===== src/rtl/norm_shift_sched_if.sv =====
`default_nettype none
// ============================================================================
// Module   : norm_shift_sched_if
// Brief    : Request/response bundle between requesters and the shared
//            normalizing shifter.
// Revision : 1.0 - initial release
// ============================================================================
interface norm_shift_sched_if #(
    parameter int NREQ = 4,
    parameter int DW   = 16,
    parameter int IDW  = 2
);
    logic [NREQ-1:0]    req_valid;
    logic [NREQ*DW-1:0] req_data;
    logic [NREQ-1:0]    req_ready;
    logic               out_valid;
    logic               out_ready;
    logic [DW-1:0]      out_mant;
    logic [4:0]         out_shift;
    logic [IDW-1:0]     out_id;
    logic               out_hit;
    logic               busy;

    modport master (
        output req_valid, req_data, out_ready,
        input  req_ready, out_valid, out_mant, out_shift, out_id, out_hit, busy
    );

    modport slave (
        input  req_valid, req_data, out_ready,
        output req_ready, out_valid, out_mant, out_shift, out_id, out_hit, busy
    );
endinterface
`default_nettype wire


===== src/rtl/norm_shift_sched.sv =====
`default_nettype none
// ============================================================================
// Module   : norm_shift_sched
// Brief    : Round-robin shared sequential shifter that finds the smallest
//            right shift placing x strictly inside (LO,HI).
// Revision : 1.0 - initial release
// ============================================================================
module norm_shift_sched #(
    parameter int            NREQ      = 4,
    parameter int            DW        = 16,
    parameter int            MAX_SHIFT = 8,
    parameter logic [DW-1:0] LO        = 16'h0080,
    parameter logic [DW-1:0] HI        = 16'h0100
) (
    input  logic              clk,
    input  logic              rst_n,
    norm_shift_sched_if.slave bus
);
    localparam int IDW = (NREQ > 1) ? $clog2(NREQ) : 1;

    localparam logic [1:0] ST_IDLE  = 2'd0;
    localparam logic [1:0] ST_SHIFT = 2'd1;
    localparam logic [1:0] ST_DONE  = 2'd2;

    logic [1:0]     state_q, state_d;
    logic [IDW-1:0] rr_ptr_q, rr_ptr_d;
    logic [IDW-1:0] out_id_q, out_id_d;
    logic [DW-1:0]  orig_q, orig_d;
    logic [DW-1:0]  work_q, work_d;
    logic [DW-1:0]  mant_q, mant_d;
    logic [4:0]     cnt_q, cnt_d;
    logic [4:0]     shift_q, shift_d;
    logic           hit_q, hit_d;

    logic [IDW-1:0] grant;
    logic           found;
    logic [DW-1:0]  sel_data;
    logic [IDW:0]   scan_sum;
    logic [IDW-1:0] scan_idx;

    logic [DW-1:0]  nxt;
    logic [4:0]     c1;
    logic           win_hit;
    logic           give_up;

    assign nxt     = work_q >> 1;
    assign c1      = cnt_q + 5'd1;
    assign win_hit = (nxt > LO) && (nxt < HI);
    // Shifting only shrinks the value, so once at or below LO no later shift can hit.
    assign give_up = (nxt <= LO) || (c1 == 5'(MAX_SHIFT));

    // Round-robin scan starting at rr_ptr; the first valid requester wins.
    always_comb begin
        grant    = '0;
        found    = 1'b0;
        scan_sum = '0;
        scan_idx = '0;
        for (int off = 0; off < NREQ; off++) begin
            scan_sum = {1'b0, rr_ptr_q} + (IDW+1)'(off);
            if (scan_sum >= (IDW+1)'(NREQ)) begin
                scan_sum = scan_sum - (IDW+1)'(NREQ);
            end
            scan_idx = scan_sum[IDW-1:0];
            if (!found && bus.req_valid[scan_idx]) begin
                grant = scan_idx;
                found = 1'b1;
            end
        end
    end

    always_comb begin
        sel_data = '0;
        for (int k = 0; k < NREQ; k++) begin
            if (grant == IDW'(k)) begin
                sel_data = bus.req_data[k*DW +: DW];
            end
        end
    end

    always_ff @(posedge clk or negedge rst_n) begin
        if (!rst_n) begin
            state_q  <= ST_IDLE;
            rr_ptr_q <= '0;
            out_id_q <= '0;
            orig_q   <= '0;
            work_q   <= '0;
            mant_q   <= '0;
            cnt_q    <= '0;
            shift_q  <= '0;
            hit_q    <= 1'b0;
        end else begin
            state_q  <= state_d;
            rr_ptr_q <= rr_ptr_d;
            out_id_q <= out_id_d;
            orig_q   <= orig_d;
            work_q   <= work_d;
            mant_q   <= mant_d;
            cnt_q    <= cnt_d;
            shift_q  <= shift_d;
            hit_q    <= hit_d;
        end
    end

    always_comb begin
        state_d  = state_q;
        rr_ptr_d = rr_ptr_q;
        out_id_d = out_id_q;
        orig_d   = orig_q;
        work_d   = work_q;
        mant_d   = mant_q;
        cnt_d    = cnt_q;
        shift_d  = shift_q;
        hit_d    = hit_q;
        case (state_q)
            ST_IDLE: begin
                if (found) begin
                    orig_d   = sel_data;
                    work_d   = sel_data;
                    cnt_d    = 5'd0;
                    out_id_d = grant;
                    state_d  = ST_SHIFT;
                end
            end
            ST_SHIFT: begin
                if (win_hit) begin
                    mant_d  = nxt;
                    shift_d = c1;
                    hit_d   = 1'b1;
                    state_d = ST_DONE;
                end else if (give_up) begin
                    mant_d  = orig_q;
                    shift_d = 5'd0;
                    hit_d   = 1'b0;
                    state_d = ST_DONE;
                end else begin
                    work_d = nxt;
                    cnt_d  = c1;
                end
            end
            ST_DONE: begin
                if (bus.out_ready) begin
                    rr_ptr_d = (out_id_q == IDW'(NREQ-1)) ? '0 : out_id_q + IDW'(1);
                    state_d  = ST_IDLE;
                end
            end
            default: state_d = ST_IDLE;
        endcase
    end

    always_comb begin
        bus.req_ready = '0;
        if ((state_q == ST_IDLE) && found) begin
            bus.req_ready[grant] = 1'b1;
        end
        bus.out_valid = (state_q == ST_DONE);
        bus.busy      = (state_q != ST_IDLE);
    end

    assign bus.out_mant  = mant_q;
    assign bus.out_shift = shift_q;
    assign bus.out_id    = out_id_q;
    assign bus.out_hit   = hit_q;
endmodule
`default_nettype wire


===== src/flat_wrapper.sv =====
// flat-port wrapper written by rule: the top's interface ports become plain ports
module norm_shift_sched_flat 
#(
    parameter int            NREQ      = 4,
    parameter int            DW        = 16,
    parameter int            MAX_SHIFT = 8,
    parameter logic [DW-1:0] LO        = 16'h0080,
    parameter logic [DW-1:0] HI        = 16'h0100
)
  (clk, rst_n, bus_req_valid, bus_req_data, bus_out_ready, bus_req_ready, bus_out_valid, bus_out_mant, bus_out_shift, bus_out_id, bus_out_hit, bus_busy);
  norm_shift_sched_if #(.NREQ(NREQ), .DW(DW), .IDW(2)) bus_i ();
  input  logic clk;
  input  logic rst_n;
  input wire logic [$bits(bus_i.req_valid)-1:0] bus_req_valid;
  input wire logic [$bits(bus_i.req_data)-1:0] bus_req_data;
  input wire logic [$bits(bus_i.out_ready)-1:0] bus_out_ready;
  output wire logic [$bits(bus_i.req_ready)-1:0] bus_req_ready;
  output wire logic [$bits(bus_i.out_valid)-1:0] bus_out_valid;
  output wire logic [$bits(bus_i.out_mant)-1:0] bus_out_mant;
  output wire logic [$bits(bus_i.out_shift)-1:0] bus_out_shift;
  output wire logic [$bits(bus_i.out_id)-1:0] bus_out_id;
  output wire logic [$bits(bus_i.out_hit)-1:0] bus_out_hit;
  output wire logic [$bits(bus_i.busy)-1:0] bus_busy;
  assign bus_i.req_valid = bus_req_valid;
  assign bus_i.req_data = bus_req_data;
  assign bus_i.out_ready = bus_out_ready;
  assign bus_req_ready = bus_i.req_ready;
  assign bus_out_valid = bus_i.out_valid;
  assign bus_out_mant = bus_i.out_mant;
  assign bus_out_shift = bus_i.out_shift;
  assign bus_out_id = bus_i.out_id;
  assign bus_out_hit = bus_i.out_hit;
  assign bus_busy = bus_i.busy;
  norm_shift_sched #(.NREQ(NREQ), .DW(DW), .MAX_SHIFT(MAX_SHIFT), .LO(LO), .HI(HI)) u_core (.clk(clk), .rst_n(rst_n), .bus(bus_i));
endmodule

===== config.mk =====
export PLATFORM = sky130hd
export DESIGN_NAME = norm_shift_sched_flat
export DESIGN_NICKNAME = d
export VERILOG_FILES = /design/src/rtl/norm_shift_sched_if.sv /design/src/rtl/norm_shift_sched.sv /design/src/flat_wrapper.sv
export SDC_FILE = /design/constraint.sdc
export NUM_CORES = 1
export LEC_CHECK = 0
export ABC_AREA = 1
export ABC_CLOCK_PERIOD_IN_PS = 2200
export BUFFER_PORTS_ARGS = -buffer_cell sky130_fd_sc_hd__buf_2
export CAP_MARGIN = 15
export CORE_MARGIN = 5
export CORE_UTILIZATION = 50
export CTS_CLUSTER_SIZE = 10
export DETAILED_ROUTE_END_ITERATION = 16
export GPL_ROUTABILITY_DRIVEN = 0
export PLACE_DENSITY = 0.77
export SYNTH_ARGS = -nofsm -noshare
export SYNTH_HDL_FRONTEND = slang
export SYNTH_SLANG_ARGS = --single-unit

===== constraint.sdc =====
create_clock -name clk -period 2.2 [get_ports clk]
set_clock_uncertainty 0.1 [all_clocks]
set_input_delay 0.11 -clock clk [delete_from_list [all_inputs] [get_ports clk]]
set_output_delay 0.11 -clock clk [all_outputs]
set_load 0.02 [all_outputs]

==> flow_summary.toml <==
[outcome]
outcome = "finished, violations left"
violated_checks = "negative setup slack"

[detailed_routing]
detail_route.vias_per_cell = 5.388
route.detailed.drc = 0
first_pass_iters = 5
detail-route-antenna-nets = 0
sum_of_routed_wire_length_over_all_layers_um = 12130
via_count = 4154
routedWlPerCell_um = 15.74
first_iter_violations = 394

[setup_path]
cpMaxStageDelayCell = "dfrtp_2"
setup.worst_path.end_class = "flop"
worst-endpoint-arrival_ns = 2.54
reg2reg_depth = 18
worst-path-buf-inv = 3
worst_path_most_repeated_cell = "nand2_2"
worstPathRequired_ns = 2.39
worst_r2r_startpoint = "u_core.rr_ptr_q[0]"
crit_family = "simple AND/OR/NAND/NOR gates"
timing.critical_path.from_type = "flop"
path_cells = "clkinv_4 -> nand2_2 -> nand2_2 -> nand2_2 -> nand2_2 -> nor2_4 -> nand3_2 -> nand2_2 -> nand2_4 -> buf_12 -> nor2_4 -> buf_6 -> nand2_1 -> nand2_1 -> nand2_2 -> nand3_1 -> nand2_1 -> nand2_1"
delay_contributed_by_the_slowest_stage_of_the_critical_path_ns = 0.43
crit-reg2reg-capture = "u_core.work_q[14]"
crit_type = "reg -> reg"
timing.critical_path.fanout_max = 8
rrSetupSlack_ns = -0.15

[cts]
cts.root.buffer_cell = "clkbuf_8"
cts-buffers-inserted = 9
cts-root-to-sink-buffers = 2
cts.sink_count = 64
tritoncts = "done"
worstSkewPairLatency_ns = 0.35
clk_pin_slew_ns = 0.07
htreeDepth = 3

[sta]
post-route-worst-setup-slack_ns = -0.1515
slew_headroom_pct = 56.14
share_of_the_cycle_needed_by_the_critical_path_after_routing_pct = 106.9
slew_viol_final = 0
unrepaired_setup_endpoints_after_global_routing = "true"
achievable-frequency_ghz = 0.4253
timing_worst_slew_pin_value_ns = 0.6579
final_count_of_negative_setup_slack_endpoints = 40
period_needed_ns = 2.351
hold_violations = 0

[yosys]
synthesis.instances = 508
synth_seq_area_share_pct = 42.98
postSynthAreaPerCell_um2 = 7.335
synth.cell_area_um2 = 3726
synth-edff-count = 0
yosys-top-cells-area = "dfrtp_1, nand2_1, nor2_1"
synthesis.nets = 581
synth_flop_cell = "dfrtp_1"
ys_async_sr_fraction_pct = 100.0
synth_top_area_cell = "dfrtp_1"
netlist-cell-type-count = 38
post_synthesis_sequential_element_count = 64
ys_warn_count = 0
proportion_of_netlist_area_held_by_the_largest_area_contributor_pct = 42.98

[power]
power.ir.vdd_worst_mv = 1.524
power_density_nw_per_um2 = 1748
total_power_mw = 9.487
total_leakage_power_nw = 2.767

[floorplan]
die_y_um = 96.33
io-pin-count = 101
core_region_area_um2 = 7253
die-area_um2 = 9279
placement_rows = 31
start_util_pct = 51.37
die_x_um = 96.33

[global_routing]
grt_max_degree = 40
grt-ovfl-total = 0
grt_antenna_before_repair = 0
wire_length_of_the_first_global_routing_pass_um = 16970
first_global_vias = 3767
groute.usage.overall_pct = 23.85

[cells_and_area]
drive_above_1_share_pct = 40.33
syn_to_final_growth_pct = 45.70
antenna_cells_inserted = 0
design_area_um2 = 5429
final_core_utilization_pct = 74.85
final_nets = 740
finalNonFillerCells = 771

[placement]
pre_cts_slack_ns = -0.06537
post-place-cells = 706
port_buf_inserts = 100
placement.cell_area_um2 = 4379
half_perimeter_wire_length_of_the_detailed_placement_result_um = 7450

[min_path]
hold_path_depth = 5
holdCritPathClass = "in -> reg"
timing.hold.worst.start = "bus_req_data[37]"
holdPathEnd = "u_core.orig_q[5]"

[run]
drv.max_cap_violation_count = 0
-- flip-flops by register name, indices dropped and copies added, names as in the netlist --
name,count
u_core.bus.out_mant,16
u_core.state_q,2
u_core.orig_q,16
u_core.bus.out_hit,1
u_core.work_q,15
u_core.rr_ptr_q,2
u_core.cnt_q,5
u_core.bus.out_id,2
u_core.bus.out_shift,5
-- Yosys cell counts, types with 3 or more instances --
master   instances
nand3_2          4
a32o_1           3
buf_2            7
nor2_1          59
a31oi_1         21
o31ai_1          3
buf_6            7
nand2_2         16
buf_4            4
nand3_1         25
o21ai_0         32
nand2_1        189
inv_1           29
inv_2            7
dfrtp_1         64
a21oi_1          7
nand2_4          3
-- power by group --
group / switching [mW] / leakage (nW) / internal [mW]
clock network: 0.481 / 0.0886 / 0.471
registers: 0.412 / 0.770 / 1.74
logic: 3.82 / 1.91 / 2.56
total: 4.71 / 2.77 / 4.77
-- timing repair --
| item | CTS | global route |
|---|---|---|
| buffers inserted | 16 | 12 |
| endpoints found under the hold margin | 46 | 0 |
| pin swaps | 10 | 37 |
| hold buffers | 20 | 0 |
| endpoints found under the setup margin | 26 | 62 |
| cloned | 0 | 1 |
| gates resized for setup | 29 | 98 |
-- worst min-delay path, delay by kind of cell --
family / cells / cell delay, ns
buffers and inverters: 2 / 0.13
and+or+nand+nor: 2 / 0.13
AOI/OAI and AO/OA: 1 / 0.07
-- per-layer routing --
layer | part of all wire [%] | GRT usage (%) | vias up
met4 | 3.7 | 9.112 | 0
met1 | 39 | 31.84 | 1907
met2 | 49 | 37.32 | 239
met5 | 0 | 0 | -
li1 | - | - | 1954
met3 | 9.0 | 6.020 | 54
-- cells in the final DEF, fill, tap and decap left out, types with 2 or more instances in the layout --
master,n
nand4_1,2
buf_2,96
nor2_2,3
o31ai_1,3
inv_1,28
nand2_4,10
nand3_4,3
nor2_4,3
a21oi_1,6
inv_8,2
nand3_2,9
o21ai_0,24
buf_6,16
o21ai_4,2
xnor2_1,2
nor2_1,55
o211ai_1,2
a31oi_1,21
clkbuf_8,11
nand2_2,50
clkinv_4,3
nand3_1,17
dfrtp_2,2
inv_4,5
a32o_1,3
inv_2,2
dlygate4sd3_1,20
o21ai_2,7
nand2_1,147
dfrtp_1,62
clkinvlp_4,2
buf_4,28
buf_12,7
-- area by class of cell --
type                       instances  area (µm²)
clock inverter                     4       28.78
tap                               99       123.9
timing repair buffer             168        1226
fill                             519        1824
sequential                        64        1604
multi-input combinational        384        2103
timing repair inverter             1       6.256
clock buffer                      12       155.1
inverter                          39       181.4
-- through the flow --
step | hold slack, ns | setup TNS (ns)
floorplan | -0.2856 | 0
finish | 0.03065 | -3.986
CTS | 0.003244 | -0.4019
detailed placement | 0.06562 | -0.6663
global placement | 0.05951 | 0
global route | 0.05046 | -7.956
-- worst max path at each step --
stage / start / endpoint / depth (start not counted)
4_1_cts: u_core.rr_ptr_q[0] / bus_req_ready[1] / 13
6_report: u_core.rr_ptr_q[0] / u_core.work_q[14] / 18
5_1_grt: u_core.rr_ptr_q[0] / u_core.work_q[14] / 18
3_5_place_dp: u_core.rr_ptr_q[1] / u_core.work_q[1] / 16
2_1_floorplan: u_core.rr_ptr_q[0] / u_core.work_q[15] / 14
3_3_place_gp: u_core.rr_ptr_q[0] / u_core.work_q[13] / 15
-- cell families after synthesis --
group / Yosys count / share of synthesized area, %
AND/OR/NAND/NOR: 308 / 35.83
XOR/XNOR: 3 / 0.7053
flip-flops: 64 / 42.98
buffers and inverters: 60 / 8.664
AO/OA/AOI/OAI: 71 / 11.15
adder cells (fa/ha/maj): 2 / 0.6715
Note: power is estimated with default switching activity, not from simulation.
